$ cat src/rtl/alu_mul_sequencer.sv
// alu_mul_sequencer: multi-cycle shift-add multiplier that borrows the core's
// ALU adder. Returns the low XLEN bits of op_a*op_b with a one-cycle done pulse.
// Optional build macro ALU_MUL_EARLY_TERM_EN: finish as soon as the remaining
// multiplier bits are all zero (results are identical either way).
module alu_mul_sequencer #(
  parameter int              XLEN    = 32,
  parameter int              CNT_W   = 6,
  parameter logic [2:0]      ALU_ADD = 3'b000
) (
  input  logic              clk,
  input  logic              rst,
  input  logic              start,
  input  logic [XLEN-1:0]   op_a,
  input  logic [XLEN-1:0]   op_b,
  output logic              busy,
  output logic              done,
  output logic [XLEN-1:0]   product,
  output logic [XLEN-1:0]   alu_a,
  output logic [XLEN-1:0]   alu_b,
  output logic [2:0]        alu_ctrl,
  input  logic [XLEN-1:0]   alu_result
);

  typedef enum logic [1:0] {
    ST_IDLE = 2'd0,
    ST_RUN  = 2'd1,
    ST_DONE = 2'd2
  } state_t;

  state_t            state_reg, state_next;
  logic [XLEN-1:0]   acc_reg, mcand_reg, mplier_reg, product_reg;
  logic [CNT_W-1:0]  cnt_reg;

  logic              accept;     // start taken this edge (IDLE or DONE)
  logic              step;       // one shift-add iteration commits this edge
  logic              finish;     // RUN -> DONE on this edge
  logic              early_exit; // nothing left to add, skip remaining bits
  logic              last_iter;
  logic [XLEN-1:0]   acc_next;

  // The ALU sum is only taken when the current multiplier bit is set; carry
  // out of the adder is dropped, giving the modulo-2^XLEN product.
  assign acc_next  = mplier_reg[0] ? alu_result : acc_reg;
  assign last_iter = (cnt_reg == CNT_W'(XLEN - 1));

`ifdef ALU_MUL_EARLY_TERM_EN
  assign early_exit = (mplier_reg == '0);
`else
  assign early_exit = 1'b0;
`endif

  // State register
  always_ff @(posedge clk or posedge rst) begin
    if (rst) begin
      state_reg <= ST_IDLE;
    end else begin
      state_reg <= state_next;
    end
  end

  // Next-state logic and ALU/handshake outputs, all decoded from registers
  always_comb begin
    state_next = ST_IDLE;
    busy       = 1'b0;
    done       = 1'b0;
    alu_a      = '0;
    alu_b      = '0;
    alu_ctrl   = ALU_ADD;
    accept     = 1'b0;
    step       = 1'b0;
    finish     = 1'b0;
    case (state_reg)
      ST_IDLE: begin
        accept     = start;
        state_next = start ? ST_RUN : ST_IDLE;
      end
      ST_RUN: begin
        busy  = 1'b1;
        alu_a = acc_reg;
        alu_b = mcand_reg;
        if (early_exit) begin
          finish     = 1'b1;
          state_next = ST_DONE;
        end else begin
          step       = 1'b1;
          finish     = last_iter;
          state_next = last_iter ? ST_DONE : ST_RUN;
        end
      end
      ST_DONE: begin
        done       = 1'b1;
        accept     = start;
        state_next = start ? ST_RUN : ST_IDLE;
      end
      default: begin
        state_next = ST_IDLE;
      end
    endcase
  end

  // Datapath: operand capture, shift-add iteration, counter
  always_ff @(posedge clk or posedge rst) begin
    if (rst) begin
      acc_reg    <= '0;
      mcand_reg  <= '0;
      mplier_reg <= '0;
      cnt_reg    <= '0;
    end else if (accept) begin
      acc_reg    <= '0;
      mcand_reg  <= op_a;
      mplier_reg <= op_b;
      cnt_reg    <= '0;
    end else if (step) begin
      acc_reg    <= acc_next;
      mcand_reg  <= mcand_reg << 1;
      mplier_reg <= mplier_reg >> 1;
      cnt_reg    <= cnt_reg + CNT_W'(1);
    end
  end

  // Product holds between completions; the final conditional add is included
  always_ff @(posedge clk or posedge rst) begin
    if (rst) begin
      product_reg <= '0;
    end else if (finish) begin
      product_reg <= step ? acc_next : acc_reg;
    end
  end

  assign product = product_reg;

endmodule

$ cat config.mk
export PLATFORM = sky130hd
export DESIGN_NAME = alu_mul_sequencer
export DESIGN_NICKNAME = d
export VERILOG_FILES = /design/src/rtl/alu_mul_sequencer.sv
export SDC_FILE = /design/constraint.sdc
export NUM_CORES = 1
export LEC_CHECK = 0
export CAP_MARGIN = 20
export CORE_MARGIN = 1
export CORE_UTILIZATION = 50
export DETAILED_ROUTE_END_ITERATION = 10
export PLACE_DENSITY = 0.84
export SETUP_SLACK_MARGIN = 0.5
export SYNTH_ARGS = -nofsm -noshare
export SYNTH_HDL_FRONTEND = slang
export SYNTH_SLANG_ARGS = --single-unit
$ cat constraint.sdc
create_clock -name clk -period 14.4 [get_ports clk]
set_input_delay 2.88 -clock clk [delete_from_list [all_inputs] [get_ports clk]]
set_output_delay 2.88 -clock clk [all_outputs]
set_load 0.02 [all_outputs]
==> metrics.csv <==
metric,value,unit
"setup slack, reg-to-reg",11.88,ns
# port buffers,196,
Final GP Congestion,0.8371,
Pins Over Slew Limit,0,
endpoints failing hold,0,
Die Wd,114.9,µm
"area leader, netlist",dfrtp_1,
DR DRC count,0,
clk buf depth,2,
internal cell power,689.4,µW
Worst Max-Slew Pin Slew,1.001,ns
Hold WS,0.4888,ns
maxcap violations,0,
Final Critical Period,5.858,ns
initial cell density of the core,0.5215,
# resized after CTS,0,
Setup-failing EPs final,0,
total track usage,0.2757,
critical-path maximum fanout,101,
Worst setup EP type,output port,
CTS tree,done,
number of H-tree levels,4,
cts hold-fix bufs,0,
IO Count,200,
clock skew,0.008231,ns
outcome,"finished, final reports clean",
Post-synth top cells,"136 x dfrtp_1, 117 x nand2_1, 64 x mux2_2",
CTS sink cnt,136,
Die Ht,114.9,µm
Comb power frac,0.106,
Hold Crit Class,reg2reg,
yosys warns,0,
LEAKAGE,0.003958,µW
DP HPWL,11160,µm
DR WL/cell,18.42,µm
Switching Share,0.2237,
maximum VDD drop,0.00008245,V
initial antenna violation count,0,
layout cells sized above 1,0.1578,
Routed WL,17330,µm
sequential fraction of the synthesis area,0.5344,
Slew headroom,0.3329,
first-pass GRT wire length,27650,µm
Synth area leaders,"dfrtp_1 53%, mux2_2 11%, nand2_1 6.9%, a221o_1 4.9%, and2_1 4.3%",
Max Fclk,170.7,MHz
row count,40,
pwr/cell area,100.3,nW/µm²
Final Net Count,862,
largest net degree at the start of global routing,102,
worst setup path class,reg2out,
Startpoint Class,register,
overflow left after global routing,0,
period utilization,0.4068,
WP data required,11.52,ns
Routed Antenna Nets,0,
Reg area,3403,µm²
number of flops mapped to enable cells by yosys,0,
Layout Area Growth over Synthesis,39.06,%
Setup TNS,0,ns
Post-Synthesis Cell Area,6369,µm²
Main synth FF type,dfrtp_1,
ANT cells,0,
"FF+latch count, synth",136,
vias per inst,5.541,
number of global-route vias before repair,5384,
Post-CTS Setup Bufs,0,
Mean Syn Cell Area,10.85,µm²
total core area,12210,µm²
clock-pin slew on the worst setup and hold paths,0.06,ns
Seq pwr share,0.449,
RSZ-0062 raised after global routing,no,
top-area cell type share of the netlist area,0.5344,
multi-input logic area,2669,µm²
via count,5214,
Inserted Clock Buffers,17,
Switch Pwr,198.7,µW
1st-pass router iterations,4,
top-count cell post-synth,dfrtp_1,
die area,13190,µm²
Filler cells,904,
Synth cell types,38,
Post-Syn Instances,587,
Clock Power Share,0.445,
fraction of registers with async set/reset,1.000,
clock root cell,clkbuf_16,
WP data arrival,2.98,ns
"Clk Latency, worst-skew pair",0.42,ns
drt first-iter violations,526,
## through the flow
step / utilization / setup slack (ns) / std cells / instance area, µm² / total power (µW)
2_1_floorplan: - / 7.881 / 589 / 6376 / 443.7
3_3_place_gp: 0.6806 / 8.879 / 910 / 8312 / 496.3
3_5_place_dp: 0.6806 / 8.798 / 910 / 8312 / 498.9
4_1_cts: 0.7236 / 8.553 / 940 / 8836 / 893.6
5_1_grt: 0.7252 / 8.381 / 941 / 8856 / 918.5
6_report: 0.7252 / 8.542 / 941 / 8856 / 888.1
## cell type report
cell class / instances / share of cell area
sequential: 136 / 0.3843
inverter: 2 / 0.001695
clock buffer: 26 / 0.05411
tap: 168 / 0.02374
multi-input combinational: 401 / 0.3014
timing repair buffer: 204 / 0.2297
clock inverter: 4 / 0.005086
## layout by cell type (no fill, tap or decap), drive strengths merged, types with 3 or more instances in the layout
master and n:
clkdlybuf4s50 196, dfrtp 136, nand2 117, mux2 65
and2 64, a21oi 33, a221o 31, clkbuf 26
nor2 19, a31oi 18, nand3 15, a22oi 13
buf 8, conb 3, clkinv 3
## per-layer routing
layer  share of wire  track usage  wire, µm
met1            0.41       0.3393      7097
met2            0.48       0.4329      8239
met3           0.099       0.1265      1708
met4           0.016      0.08918       283
met5               0            0         0
## worst max-delay path, stage by stage (launching register included)
cell and delay [ns]:
dfrtp_1 0.48, nand2b_1 0.08, buf_4 0.26, inv_4 0.76, and2_1 0.31, clkdlybuf4s50_1 0.63
## final timing paths
path	to	start	cells past startpoint
worst max-delay path	alu_b[0]	state_reg[0]$_DFF_PP0_	5
min in group asynchronous	mcand_reg[12]$_DFFE_PP0P_	rst	2
worst min register to register	mplier_reg[23]$_DFFE_PP0P_	mplier_reg[24]$_DFFE_PP0P_	2
worst max register to register	mcand_reg[30]$_DFFE_PP0P_	state_reg[0]$_DFF_PP0_	5
max in group asynchronous	mcand_reg[6]$_DFFE_PP0P_	rst	3
worst min-delay path	mplier_reg[23]$_DFFE_PP0P_	mplier_reg[24]$_DFFE_PP0P_	2
## power by group through the flow
stage          registers (µW)  clock network, µW  logic, µW
4_1_cts                   399                400       94.9
3_3_place_gp              404                  0       92.1
2_1_floorplan             402                  0       41.2
6_report                  399                395       94.1
5_1_grt                   400                417        101
3_5_place_dp              405                  0       93.9
## cell families after synthesis
logic type	after synthesis	share of synthesized area
other cells	1	0.0005888
buf+inv	52	0.04931
flops	136	0.5344
fa+ha+maj	1	0.001964
simple gates	228	0.1800
mux	67	0.1181
compound gates	102	0.1157
Note: power is estimated with default switching activity, not from simulation.
